## src/rtl/id_ex_pkg.sv

```systemverilog
// Shared types for the decode / ID-EX stage: control bundle layout, opcodes,
// immediate formats and the canonical NOP word.
package id_ex_pkg;

  localparam int CTRL_W = 11;
  localparam logic [31:0] NOP_ENC = 32'h00000013;

  typedef enum logic [2:0] {
    IMM_I = 3'd0,
    IMM_S = 3'd1,
    IMM_B = 3'd2,
    IMM_J = 3'd3,
    IMM_U = 3'd4
  } imm_src_e;

  typedef enum logic [6:0] {
    OP_LOAD   = 7'b0000011,
    OP_STORE  = 7'b0100011,
    OP_RTYPE  = 7'b0110011,
    OP_BRANCH = 7'b1100011,
    OP_IMM    = 7'b0010011,
    OP_JAL    = 7'b1101111,
    OP_JALR   = 7'b1100111,
    OP_LUI    = 7'b0110111
  } opcode_e;

  // Packed so that reg_write lands on bit 10 and result_src on bits 1:0.
  typedef struct packed {
    logic       reg_write;
    logic       mem_write;
    logic       jump;
    logic       jalr;
    logic       branch;
    logic       alu_src;
    logic [2:0] alu_control;
    logic [1:0] result_src;
  } ctrl_t;

endpackage

```

## src/rtl/controller.sv

```systemverilog
// Main and ALU decoder: turns opcode/funct fields into the E-stage control
// bundle and selects the immediate format.
module controller
  import id_ex_pkg::*;
(
  input  logic [6:0] op,
  input  logic [2:0] funct3,
  input  logic       funct7_5,
  output ctrl_t      ctrl,
  output imm_src_e   imm_src
);

  logic [1:0] alu_op;

  always_comb begin
    ctrl    = '0;
    imm_src = IMM_I;
    alu_op  = 2'b00;
    case (op)
      OP_LOAD:   begin ctrl.reg_write = 1'b1; ctrl.alu_src = 1'b1; ctrl.result_src = 2'b01; end
      OP_STORE:  begin ctrl.mem_write = 1'b1; ctrl.alu_src = 1'b1; imm_src = IMM_S; end
      OP_RTYPE:  begin ctrl.reg_write = 1'b1; alu_op = 2'b10; end
      OP_BRANCH: begin ctrl.branch = 1'b1; imm_src = IMM_B; alu_op = 2'b01; end
      OP_IMM:    begin ctrl.reg_write = 1'b1; ctrl.alu_src = 1'b1; alu_op = 2'b10; end
      OP_JAL:    begin ctrl.reg_write = 1'b1; ctrl.jump = 1'b1; ctrl.result_src = 2'b10; imm_src = IMM_J; end
      OP_JALR:   begin ctrl.reg_write = 1'b1; ctrl.jalr = 1'b1; ctrl.alu_src = 1'b1; ctrl.result_src = 2'b10; end
      OP_LUI:    begin ctrl.reg_write = 1'b1; ctrl.alu_src = 1'b1; imm_src = IMM_U; end
      default:   ;
    endcase

    case (alu_op)
      2'b00: ctrl.alu_control = 3'b000;
      2'b01: ctrl.alu_control = 3'b001;
      default: begin
        case (funct3)
          // Only R-type with funct7[5] subtracts; addi never does.
          3'b000:  ctrl.alu_control = (op[5] && funct7_5) ? 3'b001 : 3'b000;
          3'b010:  ctrl.alu_control = 3'b101;
          3'b110:  ctrl.alu_control = 3'b011;
          3'b111:  ctrl.alu_control = 3'b010;
          default: ctrl.alu_control = 3'b000;
        endcase
      end
    endcase
  end

endmodule

```

## src/rtl/id_ex_fwd_mux.sv

```systemverilog
// WB-to-D bypass select: substitutes the W-stage result when it writes the
// register being read (x0 never forwards).
module id_ex_fwd_mux #(
  parameter int XLEN = 32,
  parameter int RA_W = 5
) (
  input  logic [RA_W-1:0] rs,
  input  logic [XLEN-1:0] rdata,
  input  logic            reg_write_w,
  input  logic [RA_W-1:0] rd_w,
  input  logic [XLEN-1:0] result_w,
  output logic [XLEN-1:0] data
);

  logic hit;

  assign hit  = reg_write_w && (rd_w != '0) && (rd_w == rs);
  assign data = hit ? result_w : rdata;

endmodule

```

## src/rtl/imm_extend.sv

```systemverilog
// Builds the 32-bit sign-extended immediate for the selected instruction format.
module imm_extend
  import id_ex_pkg::*;
(
  input  logic [31:7] instr,
  input  imm_src_e    imm_src,
  output logic [31:0] imm
);

  always_comb begin
    imm = {{20{instr[31]}}, instr[31:20]};
    case (imm_src)
      IMM_S:   imm = {{20{instr[31]}}, instr[31:25], instr[11:7]};
      IMM_B:   imm = {{20{instr[31]}}, instr[7], instr[30:25], instr[11:8], 1'b0};
      IMM_J:   imm = {{12{instr[31]}}, instr[19:12], instr[20], instr[30:21], 1'b0};
      IMM_U:   imm = {instr[31:12], 12'b0};
      default: ;
    endcase
  end

endmodule

```

## src/rtl/id_ex_pipe.sv

```systemverilog
// Decode and ID/EX pipeline register with stall/flush, valid tracking,
// WB bypass on capture and operand refresh while stalled.
module id_ex_pipe
  import id_ex_pkg::*;
#(
  parameter int          XLEN      = 32,
  parameter int          RA_W      = 5,
  parameter bit          WB_BYPASS = 1'b1,
  parameter logic [31:0] NOP_INSTR = NOP_ENC
) (
  input  logic              clk,
  input  logic              rst,
  input  logic [31:0]       instr_d,
  input  logic [XLEN-1:0]   pc_d,
  input  logic [XLEN-1:0]   pc_plus4_d,
  input  logic              valid_d,
  input  logic [XLEN-1:0]   rd1_d,
  input  logic [XLEN-1:0]   rd2_d,
  input  logic              stall_e,
  input  logic              flush_e,
  input  logic              reg_write_w,
  input  logic [RA_W-1:0]   rd_w,
  input  logic [XLEN-1:0]   result_w,
  output logic [RA_W-1:0]   rs1_d,
  output logic [RA_W-1:0]   rs2_d,
  output logic [XLEN-1:0]   rd1_e,
  output logic [XLEN-1:0]   rd2_e,
  output logic [XLEN-1:0]   imm_ext_e,
  output logic [XLEN-1:0]   pc_e,
  output logic [XLEN-1:0]   pc_plus4_e,
  output logic [31:0]       instr_e,
  output logic [RA_W-1:0]   rs1_e,
  output logic [RA_W-1:0]   rs2_e,
  output logic [RA_W-1:0]   rd_e,
  output logic              valid_e,
  output logic [CTRL_W-1:0] ctrl_e
);

  ctrl_t                  ctrl_dec;
  ctrl_t                  ctrl_ld;
  imm_src_e               imm_src;
  logic signed [31:0]     imm32;
  logic signed [XLEN-1:0] imm_x;
  logic [RA_W-1:0]        fwd_rs1, fwd_rs2;
  logic [XLEN-1:0]        fwd_base1, fwd_base2, fwd1, fwd2;

  assign rs1_d = RA_W'(instr_d[19:15]);
  assign rs2_d = RA_W'(instr_d[24:20]);

  controller u_ctrl (
    .op       (instr_d[6:0]),
    .funct3   (instr_d[14:12]),
    .funct7_5 (instr_d[30]),
    .ctrl     (ctrl_dec),
    .imm_src  (imm_src)
  );

  imm_extend u_imm (
    .instr   (instr_d[31:7]),
    .imm_src (imm_src),
    .imm     (imm32)
  );

  assign imm_x = XLEN'(imm32);

  always_comb begin
    ctrl_ld = ctrl_dec;
    if (instr_d[11:7] == 5'd0) ctrl_ld.reg_write = 1'b0;
  end

  // One mux per operand serves both paths: D-side fields on capture, the
  // held E-side fields while stalled.
  assign fwd_rs1   = stall_e ? rs1_e : rs1_d;
  assign fwd_rs2   = stall_e ? rs2_e : rs2_d;
  assign fwd_base1 = stall_e ? rd1_e : rd1_d;
  assign fwd_base2 = stall_e ? rd2_e : rd2_d;

  id_ex_fwd_mux #(.XLEN(XLEN), .RA_W(RA_W)) u_fwd1 (
    .rs (fwd_rs1), .rdata (fwd_base1), .reg_write_w (reg_write_w),
    .rd_w (rd_w), .result_w (result_w), .data (fwd1)
  );

  id_ex_fwd_mux #(.XLEN(XLEN), .RA_W(RA_W)) u_fwd2 (
    .rs (fwd_rs2), .rdata (fwd_base2), .reg_write_w (reg_write_w),
    .rd_w (rd_w), .result_w (result_w), .data (fwd2)
  );

  // D -> E register boundary
  always_ff @(posedge clk or posedge rst) begin
    if (rst) begin
      rd1_e <= '0; rd2_e <= '0; imm_ext_e <= '0;
      pc_e <= '0; pc_plus4_e <= '0; instr_e <= NOP_INSTR;
      rs1_e <= '0; rs2_e <= '0; rd_e <= '0;
      valid_e <= 1'b0; ctrl_e <= '0;
    end else if (flush_e || (!stall_e && !valid_d)) begin
      // A bubble loaded from an invalid D slot still tracks the PC.
      rd1_e <= '0; rd2_e <= '0; imm_ext_e <= '0;
      pc_e       <= flush_e ? '0 : pc_d;
      pc_plus4_e <= flush_e ? '0 : pc_plus4_d;
      instr_e <= NOP_INSTR;
      rs1_e <= '0; rs2_e <= '0; rd_e <= '0;
      valid_e <= 1'b0; ctrl_e <= '0;
    end else if (stall_e) begin
      if (WB_BYPASS && valid_e) begin
        rd1_e <= fwd1;
        rd2_e <= fwd2;
      end
    end else begin
      rd1_e      <= WB_BYPASS ? fwd1 : rd1_d;
      rd2_e      <= WB_BYPASS ? fwd2 : rd2_d;
      imm_ext_e  <= imm_x;
      pc_e       <= pc_d;
      pc_plus4_e <= pc_plus4_d;
      instr_e    <= instr_d;
      rs1_e      <= rs1_d;
      rs2_e      <= rs2_d;
      rd_e       <= RA_W'(instr_d[11:7]);
      valid_e    <= 1'b1;
      ctrl_e     <= ctrl_ld;
    end
  end

endmodule
```

## config.mk

```make
export PLATFORM = sky130hd
export DESIGN_NAME = id_ex_pipe
export DESIGN_NICKNAME = d
export VERILOG_FILES = /design/src/rtl/id_ex_pkg.sv /design/src/rtl/controller.sv /design/src/rtl/id_ex_fwd_mux.sv /design/src/rtl/imm_extend.sv /design/src/rtl/id_ex_pipe.sv
export SDC_FILE = /design/constraint.sdc
export NUM_CORES = 1
export LEC_CHECK = 0
export BUFFER_PORTS_ARGS = -buffer_cell sky130_fd_sc_hd__buf_2
export CAP_MARGIN = 25
export CORE_ASPECT_RATIO = 0.8
export CORE_MARGIN = 2
export CORE_UTILIZATION = 30
export CTS_BUF_LIST = sky130_fd_sc_hd__clkbuf_16
export DETAILED_ROUTE_END_ITERATION = 8
export GPL_ROUTABILITY_DRIVEN = 0
export GPL_TIMING_DRIVEN = 1
export PLACE_DENSITY_LB_ADDON = 0.3
export SLEW_MARGIN = 20
export SYNTH_ARGS = -nofsm -noshare
export SYNTH_HDL_FRONTEND = slang
export SYNTH_HIERARCHICAL = 1
export SYNTH_SLANG_ARGS = --single-unit
```

## constraint.sdc

```tcl
create_clock -name clk -period 10.7 [get_ports clk]
set_input_delay 1.605 -clock clk [delete_from_list [all_inputs] [get_ports clk]]
set_output_delay 1.605 -clock clk [all_outputs]
set_load 0.01 [all_outputs]
```

# [Word-level counts from Yosys, hierarchy flattened]
# Cells that the tools add are included.
[classes] n_mux=44 n_eq_ne=20 n_reduce_logical=16
[ops] operator="two-way mux 32 bit" n=20
[ops] operator="case mux 31 bit (4 select lines)" n=1
[ops] operator="two-way mux 5 bit" n=6
[ops] operator="case mux 3 bit (4 select lines)" n=2
[ops] operator="two-way mux 11 bit" n=2
[ops] operator="equality test 7 x 6 -> 1 bit, second input constant" n=3
[ops] operator="equality test 7 bit, second input constant" n=3
[ops] operator="equality test 5 bit" n=2
[ops] operator="two-way mux 1 bit" n=10
[ops] operator="equality test 3 x 2 -> 1 bit, second input constant" n=3
[ops] operator="equality test 3 bit, second input constant" n=3
[ops] operator="case mux 2 bit (2 select lines)" n=2
[ops] operator="equality test 7 x 2 -> 1 bit, second input constant" n=1
[ops] operator="equality test 7 x 5 -> 1 bit, second input constant" n=1
[ops] operator="case mux 3 bit (2 select lines)" n=1
[ops] operator="OR reduction 6 bit" n=1
[ops] operator="logical AND 1 bit" n=5
[ops] operator="logical NOT 5 bit" n=1
[ops] operator="nonzero test 5 bit" n=1
[ops] operator="OR reduction 5 bit" n=1
[ops] operator="OR reduction 2 bit" n=2
[ops] operator="equality test 3 x 1 -> 1 bit, second input constant" n=1
[ops] operator="logical NOT 3 bit" n=1
[ops] operator="!= test 3 x 1 -> 1 bit, second input constant" n=1
[ops] operator="5 further kinds" n=6
[totals] regBits=219 inputBits=203 wordCells=91 output_inout_bits=229

# [Depth between registers and ports, before layout]
# Gate-level depths: netlist (run 1).
[depth] word_depth=7 depth_mapped=10

# [By module]
# The synthesis (run 1) kept the hierarchy.
[modules_own_cells] mod="id_ex_pipe" n_inst=1 seq_area_each_um2=5358.9 area_per_inst_um2=8862.2 cells_each=645
[modules_own_cells] mod="id_ex_fwd_mux" n_inst=2 seq_area_each_um2=0.0 area_per_inst_um2=594.3 cells_each=45
[modules_own_cells] mod="imm_extend" n_inst=1 seq_area_each_um2=0.0 area_per_inst_um2=584.3 cells_each=91
[modules_own_cells] mod="controller" n_inst=1 seq_area_each_um2=0.0 area_per_inst_um2=271.5 cells_each=42

# [Worst setup path after synthesis (run 1)]
# Ideal clock, no wire load.
[synth_timing] kind="input to register" from="input instr_d[5]" to="register imm_ext_e[20]" n_path_buf=3 setup_slack_ns=6.879 arrival_ns=3.700 required_ns=10.579 setup_time_ns=0.121 stages=9 cell_sequence="clkbuf_1 nand2_1 nor4_1 or3b_1 buf_2 and2_4 buf_6 a21o_1 a22o_1"
[synth_between] elab_chain_len=6 word_cells_on_any_way=12 cone_classes="8 x eq/ne; 4 x mux"
[synth_lines] element="start: declaration" line="id_ex_pipe.sv:13" source="input logic [31:0] instr_d,"
[synth_lines] element="equality test 7 x 6 -> 1 bit / equality test 7 bit (equally long branches)" line="controller.sv:19" source="case (op)"
[synth_lines] element="case mux 3 bit (4 select lines) (*)" line="controller.sv:19"
[synth_lines] element="named net imm_src[2]" line="id_ex_pipe.sv:41" source="imm_src_e imm_src;"
[synth_lines] element="equality test 3 bit, or another cell as far along" line="imm_extend.sv:12" source="case (imm_src)"
[synth_lines] element="case mux 31 bit (4 select lines) (*)" line="imm_extend.sv:12"
[synth_lines] element="named net imm32[20]" line="id_ex_pipe.sv:42" source="logic signed [31:0] imm32;"
[synth_lines] element="two-way mux 32 bit (*)" line="id_ex_pipe.sv:103" source="end else if (stall_e) begin"
[synth_lines] element="two-way mux 32 bit (*)" line="id_ex_pipe.sv:95" source="end else if (flush_e || (!stall_e && !valid_d)) begin"
[synth_lines] element="end signal: assignment" line="id_ex_pipe.sv:111" source="imm_ext_e <= imm_x;"
[synth_lines] element="end: declaration" line="id_ex_pipe.sv:28" source="output logic [XLEN-1:0] imm_ext_e,"
# The timed path passes the listed nets; every way through them passes the cells marked *. The select of a mux whose other input is x is not followed.
# A chain may end at the register's enable or synchronous reset.

# [Worst setup path after layout (run 1)]
[layout_timing] from="input stall_e" to="register rd2_e[31]"
[layout_between] elab_chain_len=7 word_cells_on_any_way=12 cone_classes="2 x eq/ne; 6 x mux; 4 x reduce/logical"
[layout_lines] element="start: declaration" line="id_ex_pipe.sv:19" source="input logic stall_e,"
[layout_lines] element="two-way mux 5 bit (*)"
[layout_lines] element="named net fwd_rs2[3]" line="id_ex_pipe.sv:44" source="logic [RA_W-1:0] fwd_rs1, fwd_rs2;"
[layout_lines] element="equality test 5 bit (*)" line="id_ex_fwd_mux.sv:17" source="assign hit = reg_write_w && (rd_w != '0) && (rd_w == rs);"
[layout_lines] element="logical AND 1 bit (*)" line="id_ex_fwd_mux.sv:17"
[layout_lines] element="two-way mux 32 bit (*)" line="id_ex_fwd_mux.sv:18" source="assign data = hit ? result_w : rdata;"
[layout_lines] element="named net fwd2[31]" line="id_ex_pipe.sv:45" source="logic [XLEN-1:0] fwd_base1, fwd_base2, fwd1, fwd2;"
[layout_lines] element="two-way mux 32 bit" line="id_ex_pipe.sv:104" source="if (WB_BYPASS && valid_e) begin"
[layout_lines] element="two-way mux 32 bit (*)" line="id_ex_pipe.sv:103"
[layout_lines] element="two-way mux 32 bit (*)" line="id_ex_pipe.sv:95"
[layout_lines] element="end signal: assignment" line="id_ex_pipe.sv:106" source="rd2_e <= fwd2;"
[layout_lines] element="end signal: assignment" line="id_ex_pipe.sv:110" source="rd2_e <= WB_BYPASS ? fwd2 : rd2_d;"
[layout_lines] element="end: declaration" line="id_ex_pipe.sv:27" source="output logic [XLEN-1:0] rd2_e,"
# Marks and branches as above.

==> results.rst, run 1 <==
.. list-table::
   :header-rows: 1

   * - Metric
     - Value
   * - Switching power
     - 531 uW
   * - Synth top area cells
     - sky130_fd_sc_hd__dfrtp_1 48%, sky130_fd_sc_hd__a22o_1 11%, sky130_fd_sc_hd__mux2_4 8.3%
   * - Cells traversed along the worst timing path
     - buf_6 -> buf_4 -> mux2_2 -> xnor2_1 -> nand3_1 -> a211oi_4 -> buf_4 -> mux2_2 -> a22o_1
   * - Antenna viol nets, final
     - 0
   * - Unrepaired setup endpoints after global routing
     - no
   * - DRT iter0 DRCs
     - 619
   * - Warnings from Yosys
     - 6
   * - Post-synth net total
     - 1071
   * - Post-synth top area share
     - 0.484
   * - Slowest stage cell on the critical path
     - sky130_fd_sc_hd__buf_4
   * - Worst vdd ir
     - 0.0840 mV
   * - Arrival time reported for the critical path endpoint
     - 5430 ps
   * - Largest clock skew in the final design
     - 17.2 ps
   * - Fraction of layout instances using a drive strength above 1
     - 0.507
   * - Endpoint kind of the worst setup timing path
     - register
   * - Path class of the lowest-slack min-delay path
     - register to register
   * - Post-synthesis cell area
     - 0.0109 mm2
   * - Initial Utilization
     - 0.304
   * - Internal
     - 1460 uW
   * - Pre-CTS worst setup slack
     - 5130 ps
   * - Largest area contributor in the synthesized netlist
     - sky130_fd_sc_hd__dfrtp_1
   * - Worst Max-Slew Pin Slew
     - 968 ps
   * - Sw Ratio
     - 0.267
   * - Yosys cell types
     - 52
   * - Peak per-stage delay on the critical path
     - 830 ps
   * - Fin util
     - 0.391
   * - Final sum of negative setup slack
     - 0 ps
   * - HPWL after detailed placement
     - 22800 um
   * - Initial antenna violation count
     - 4
   * - Total DRC errors in the routed layout
     - 0
   * - Worst-case clock buffer depth
     - 3
   * - Maximum Capacitance Violations
     - 0
   * - Global-route wire length before repair
     - 50200 um
   * - Result of the run
     - finished, final reports clean
   * - H-tree Lvls
     - 1
   * - TritonCTS Buffers
     - 24
   * - Final slew viol count
     - 0
   * - Category of the critical setup timing path
     - input port to register
   * - Total core area
     - 0.0358 mm2
   * - Total via count in the routed design
     - 8519
   * - Dominant delay contributor by cell family on the critical path
     - buffers and inverters
   * - Largest net degree at the start of global routing
     - 89
   * - Sequential area share after synthesis
     - 0.491
   * - Setup violation total in the final timing report
     - 0
   * - Most frequent cells after synthesis
     - 211 x sky130_fd_sc_hd__dfrtp_1, 137 x sky130_fd_sc_hd__a22o_1, 83 x sky130_fd_sc_hd__nor2_1, 78 x sky130_fd_sc_hd__mux2_2, 65 x sky130_fd_sc_hd__mux2i_1
   * - Post-CTS Hold Buffers
     - 0
   * - Nets@finish
     - 1451
   * - Later-pin clock latency in the skew report
     - 530 ps
   * - Maximum fanout encountered on the critical timing path
     - 88
   * - Most frequently used cell type in the post-synthesis netlist
     - sky130_fd_sc_hd__dfrtp_1
   * - Number of synthesized register bits
     - 214
   * - Top-level port count
     - 432
   * - Power per unit of standard cell area
     - 142 mW/mm2
   * - Post-Route WL
     - 33300 um
   * - R2R Path Start
     - rs2_e[3]$_DFF_PP0_
   * - Category of the worst setup path launch point
     - input port
   * - Die Outline Area
     - 0.0379 mm2
   * - Vias in the first global route
     - 8395
   * - Root Driver
     - sky130_fd_sc_hd__clkbuf_16
   * - Grt ovf
     - 0
   * - First-pass detailed-route iteration total
     - 4
   * - Layout overhead on the synthesized area
     - 28.4%
   * - Synthesized instance count
     - 868
   * - Final routed wire length divided by cell count
     - 19.1 um
   * - Clock network fraction of total power
     - 0.398
   * - Buffering stage count on the worst path with inverters included
     - 3
   * - Die width
     - 217 um
   * - Async set or reset register ratio after synthesis
     - 1.00
   * - TritonCTS clock tree
     - built
   * - Number of rows in the core area
     - 62
   * - Routed vias/inst
     - 4.87
   * - Max-slew headroom
     - 0.354
   * - Setup crit start
     - stall_e
   * - Fin worst setup slack
     - 5670 ps
   * - EDFF count, synth
     - 0
   * - Prevailing post-synth register cell
     - sky130_fd_sc_hd__dfrtp_1
   * - Pleak
     - 0.00745 uW
   * - Number of setup buffers added after CTS
     - 0
   * - Min cycle time layout
     - 5030 ps
   * - Share of the cycle needed by the critical path after routing
     - 0.470
   * - Die span in y
     - 175 um
   * - Post-CTS resize count
     - 0
   * - Number of clock sinks seen by CTS
     - 214
   * - Achievable frequency
     - 199 MHz
   * - IO buf count
     - 431
   * - Final hold vios
     - 0
   * - Launch instance of the worst min-delay path
     - ctrl_e[10]$_DFFE_PP0P_
   * - Reg clk slew, reported paths
     - 60 ps
   * - Mean instance size in the synthesized netlist
     - 12.6 um2
   * - Required time worst endpoint
     - 11100 ps
   * - Reg power frac
     - 0.440
   * - Combinational fraction of design power
     - 0.162
   * - All-Layer GR Usage
     - 0.168
## flip-flops by register name, summed over array words and instances, names as in the netlist
signal / count
imm_ext_e: 32
instr_e: 32
pc_e: 32
pc_plus4_e: 32
rd1_e: 32
rd2_e: 32
ctrl_e: 11
rs1_e: 5
rs2_e: 5
valid_e: 1
## routing by layer
metal	up-vias	track usage	share of wire
met2	307	0.268	0.47
met4	0	0.0491	0.024
met3	55	0.0413	0.070
li1	3939	-	-
met5	-	0	0
met1	4218	0.226	0.43
## stage by stage
| step | cells | total power [uW] | cell area, um2 | hold WS [ps] |
|---|---|---|---|---|
| after floorplan | 868 | 1090 | 10900 | 531 |
| after global placement | 1701 | 1210 | 13200 | 471 |
| after detailed placement | 1701 | 1220 | 13200 | 487 |
| after CTS | 1744 | 2030 | 14000 | 502 |
| after global routing | 1748 | 2080 | 14000 | 507 |
| final | 1748 | 1990 | 14000 | 498 |
## path summary, 6_finish.rpt
kind,end,slack (ps),depth (start not counted)
max in group asynchronous,instr_e[3]$_DFFE_PP0P_,7850,4
min in group asynchronous,pc_plus4_e[29]$_DFFE_PP0P_,1120,2
max,rd2_e[31]$_DFFE_PP0P_,5670,9
max reg2reg,rd2_e[31]$_DFFE_PP0P_,8160,7
min reg2reg,ctrl_e[10]$_DFFE_PP0P_,500,1
min,ctrl_e[10]$_DFFE_PP0P_,500,1
## cell families (layout without fill, tap and decap cells)
family,after synthesis,after routing,synth area share
buffers and inverters,95,492,0.0554
AOI/OAI and AO/OA,190,190,0.151
DFF,214,214,0.491
xor gates and xnor gates,10,10,0.00803
and+or+nand+nor,156,156,0.0714
other,0,3,0
muxes,203,203,0.223
## worst reg2reg max path: stages (launching register included)
cell and delay, ps:
sky130_fd_sc_hd__dfrtp_1 370, sky130_fd_sc_hd__mux2_2 300, sky130_fd_sc_hd__xnor2_1 180, sky130_fd_sc_hd__nand3_1 140, sky130_fd_sc_hd__a211oi_4 230, sky130_fd_sc_hd__buf_4 540
sky130_fd_sc_hd__mux2_2 460, sky130_fd_sc_hd__a22o_1 190
## final cells by class
class,count,area (um2)
clock buffer,24,601
fill,3566,21800
clock inverter,19,145
timing repair buffer,446,2300
tap,480,601
antenna,3,7.51
sequential,214,5360
multi-input combinational,559,4980
inverter,3,18.8
## cells in the final DEF, fill, tap and decap left out, types with 3 or more instances in the layout
cell and instances:
sky130_fd_sc_hd__nand2b_1 4, sky130_fd_sc_hd__a22o_1 137, sky130_fd_sc_hd__nor2b_1 17, sky130_fd_sc_hd__inv_1 7
sky130_fd_sc_hd__a211oi_1 8, sky130_fd_sc_hd__xnor2_1 8, sky130_fd_sc_hd__or2_2 4, sky130_fd_sc_hd__o22a_1 3
sky130_fd_sc_hd__clkinv_2 4, sky130_fd_sc_hd__diode_2 3, sky130_fd_sc_hd__nor3_1 12, sky130_fd_sc_hd__mux2i_1 65
sky130_fd_sc_hd__nor2_1 82, sky130_fd_sc_hd__clkinv_1 6, sky130_fd_sc_hd__clkbuf_16 24, sky130_fd_sc_hd__buf_2 430
sky130_fd_sc_hd__mux2_4 60, sky130_fd_sc_hd__a21o_1 12, sky130_fd_sc_hd__buf_4 14, sky130_fd_sc_hd__mux2_2 78
sky130_fd_sc_hd__dfrtp_1 211, sky130_fd_sc_hd__dfstp_2 3, sky130_fd_sc_hd__a221oi_1 4, sky130_fd_sc_hd__and2_1 7
sky130_fd_sc_hd__nand2_1 8, sky130_fd_sc_hd__o22ai_1 12
## power by group through the flow
stage                     registers, uW  clock network, uW  logic, uW
after floorplan                     908                  0        181
after global placement              890                  0        322
after detailed placement            890                  0        325
after CTS                           876                826        326
after global routing                882                852        350
final                               877                793        322
No activity file was read; power rests on OpenSTA's default activity.
==> inputs of run 2 (changes only) <==
clock period = 4.1 ns   (was 10.7 ns; I/O delays follow)
==> results.rst, run 2 (synthesized netlist as in run 1, its figures left out) <==
.. list-table::
   :header-rows: 1

   * - Metric
     - Value
   * - HPWL after detailed placement
     - 24100 um (was 22800 um)
   * - DRT iter0 DRCs
     - 587 (was 619)
   * - Largest clock skew in the final design
     - 38.1 ps (was 17.2 ps)
   * - Root Driver
     - sky130_fd_sc_hd__clkbuf_16 (unchanged)
   * - Later-pin clock latency in the skew report
     - 560 ps (was 530 ps)
   * - Worst-case clock buffer depth
     - 3 (unchanged)
   * - Max-slew headroom
     - 0.373 (was 0.354)
   * - Post-CTS resize count
     - 0 (unchanged)
   * - Post-Route WL
     - 34300 um (was 33300 um)
   * - Pleak
     - 0.00749 uW (was 0.00745 uW)
   * - Result of the run
     - finished, final reports clean (unchanged)
   * - Required time worst endpoint
     - 4520 ps (was 11100 ps)
   * - R2R Path Start
     - rs2_e[2]$_DFF_PP0_ (was rs2_e[3]$_DFF_PP0_)
   * - Fraction of layout instances using a drive strength above 1
     - 0.510 (was 0.507)
   * - Pre-CTS worst setup slack
     - 939 ps (was 5130 ps)
   * - Fin worst setup slack
     - 1480 ps (was 5670 ps)
   * - Maximum fanout encountered on the critical timing path
     - 32 (was 88)
   * - Dominant delay contributor by cell family on the critical path
     - multiplexers (was buffers and inverters)
   * - Setup crit start
     - rs2_e[2]$_DFF_PP0_ (was stall_e)
   * - Die Outline Area
     - 0.0379 mm2 (unchanged)
   * - Nets@finish
     - 1454 (was 1451)
   * - Placed insts
     - 1704 (was 1701)
   * - Achievable frequency
     - 382 MHz
   * - All-Layer GR Usage
     - 0.173 (was 0.168)
   * - Met2 demand-to-capacity share in global routing
     - 0.275 (was 0.268)
   * - Final slew viol count
     - 0 (unchanged)
   * - Maximum Capacitance Violations
     - 0 (unchanged)
   * - Share of the cycle needed by the critical path after routing
     - 0.639
   * - Peak per-stage delay on the critical path
     - 590 ps (was 830 ps)
   * - Most common library cell in the layout ignoring fill and taps
     - sky130_fd_sc_hd__buf_2 (unchanged)
   * - Final sum of negative setup slack
     - 0 ps (unchanged)
   * - Most common cell type on the critical path
     - sky130_fd_sc_hd__mux2_2
   * - Total via count in the routed design
     - 8588 (was 8519)
   * - Antenna viol nets, final
     - 0 (unchanged)
   * - Arrival time reported for the critical path endpoint
     - 3040 ps (was 5430 ps)
   * - Global routing usage on met1
     - 0.232 (was 0.226)
   * - Routed vias/inst
     - 4.90 (was 4.87)
   * - Category of the critical setup timing path
     - register to register (was input port to register)
   * - R2R depth
     - 7 (unchanged)
   * - H-tree Lvls
     - 1 (unchanged)
   * - Path class of the lowest-slack min-delay path
     - input port to asynchronous set/reset pin (was register to register)
   * - Layout overhead on the synthesized area
     - 29.4% (was 28.4%)
   * - Slowest stage cell on the critical path
     - sky130_fd_sc_hd__buf_4 (unchanged)
   * - Vias in the first global route
     - 8589 (was 8395)
   * - First-pass detailed-route iteration total
     - 5 (was 4)
   * - Top-level port count
     - 432 (unchanged)
   * - Worst vdd ir
     - 0.249 mV (was 0.0840 mV)
   * - Endpoint kind of the worst setup timing path
     - register (unchanged)
   * - IO buf count
     - 431 (unchanged)
   * - Reg clk slew, reported paths
     - 60 ps (about the same)
   * - End of the worst register-to-register path
     - rd2_e[0]$_DFFE_PP0P_ (was rd2_e[31]$_DFFE_PP0P_)
   * - TritonCTS Buffers
     - 25 (was 24)
   * - Total core area
     - 0.0358 mm2 (unchanged)
   * - Setup violation total in the final timing report
     - 0 (unchanged)
   * - Category of the worst setup path launch point
     - register (was input port)
   * - Global-route wire length before repair
     - 51800 um (was 50200 um)
   * - Number of clock sinks seen by CTS
     - 214 (unchanged)
   * - Final routed wire length divided by cell count
     - 19.6 um (was 19.1 um)
   * - Min cycle time layout
     - 2620 ps
   * - Flop-to-flop setup slack
     - 1480 ps (was 8160 ps)
   * - Die span in y
     - 175 um (unchanged)
   * - Initial Utilization
     - 0.304 (unchanged)
   * - Largest net degree at the start of global routing
     - 128 (was 89)
   * - Final hold vios
     - 0 (unchanged)
   * - Unrepaired setup endpoints after global routing
     - no (unchanged)
   * - Number of rows in the core area
     - 62 (unchanged)
   * - GR Util met3
     - 0.0448 (was 0.0413)
   * - Total DRC errors in the routed layout
     - 0 (unchanged)
   * - Power per unit of standard cell area
     - 381 mW/mm2 (was 142 mW/mm2)
   * - Number of setup buffers added after CTS
     - 0 (unchanged)
   * - Die width
     - 217 um (unchanged)
   * - Initial antenna violation count
     - 6 (was 4)
   * - Most frequent cells in the layout
     - 430 x sky130_fd_sc_hd__buf_2, 211 x sky130_fd_sc_hd__dfrtp_1, 137 x sky130_fd_sc_hd__a22o_1 (unchanged)
   * - Buffering stage count on the worst path with inverters included
     - 1 (was 3)
   * - TritonCTS clock tree
     - built (unchanged)
   * - Final standard cell count with taps included and fillers excluded
     - 1751 (was 1748)
   * - Grt ovf
     - 0 (unchanged)
   * - Cells traversed along the worst timing path
     - mux2_2 -> xnor2_1 -> nand3_1 -> a211oi_4 -> buf_4 -> mux2_2 -> a22o_1 (was buf_6 -> buf_4 -> mux2_2 -> xnor2_1 -> nand3_1 -> a211oi_4 -> buf_4 -> mux2_2 -> a22o_1)
   * - Worst Max-Slew Pin Slew
     - 936 ps (was 968 ps)
   * - Post-CTS Hold Buffers
     - 0 (unchanged)
   * - Layer carrying the most global-route usage
     - met2 (unchanged)
## run 2: cell count changes in the layout (fill, tap and decap cells not counted), sizes merged
cell | before | now
clkinv | 11 | 10
clkbuf | 24 | 25
bufinv | 2 | 3
buf | 446 | 448
clkinvlp | 1 | 2
inv | 8 | 7
## run 2: worst max-delay path by stage
| stage | cells after the start | slack [ps] | end |
|---|---|---|---|
| after global placement | 8 | 940 | rd2_e[31]$_DFFE_PP0P_ |
| after CTS | 7 | 1490 | rd2_e[0]$_DFFE_PP0P_ |
| final | 7 | 1480 | rd2_e[0]$_DFFE_PP0P_ |
| after floorplan | 1 | 700 | ctrl_e[0]$_DFFE_PP0P_ |
| after detailed placement | 8 | 940 | rd2_e[0]$_DFFE_PP0P_ |
| after global routing | 7 | 1360 | rd2_e[31]$_DFFE_PP0P_ |
## run 2: cell type report
class / instances / area [um2]
fillers: 3534 / 21700
flip-flops and latches: 214 / 5360
multi-input cells: 559 / 4980
repair buffers: 448 / 2340
clock buffers: 25 / 626
well taps: 480 / 601
clock inverters: 19 / 185
inverters: 3 / 15.0
diodes: 3 / 7.51
## run 2: routing by layer
| layer | wire [um] | part of all wire |
|---|---|---|
| met1 | 15000 | 0.44 |
| met2 | 15800 | 0.46 |
| met3 | 2520 | 0.073 |
| met4 | 1030 | 0.030 |
| met5 | 0 | 0 |
## run 2: report_power, final
| part | internal [uW] | switching, uW | total [uW] |
|---|---|---|---|
| Sequential | 2220 | 69.1 | 2290 |
| Combinational | 407 | 439 | 847 |
| Clock | 1300 | 932 | 2240 |
## run 2: stage by stage
| step | area, um2 | util | total power (uW) | hold slack [ps] |
|---|---|---|---|---|
| 2_1_floorplan | 10900 | - | 2840 | 531 |
| 3_3_place_gp | 13300 | 0.371 | 3170 | 473 |
| 3_5_place_dp | 13300 | 0.371 | 3180 | 487 |
| 4_1_cts | 14100 | 0.393 | 5470 | 241 |
| 5_1_grt | 14100 | 0.394 | 5620 | 274 |
| 6_report | 14100 | 0.394 | 5370 | 233 |
## run 2: worst min-delay path: stages
cell,delay [ps]
sky130_fd_sc_hd__buf_2,110
sky130_fd_sc_hd__clkinvlp_4,140
sky130_fd_sc_hd__buf_12,320
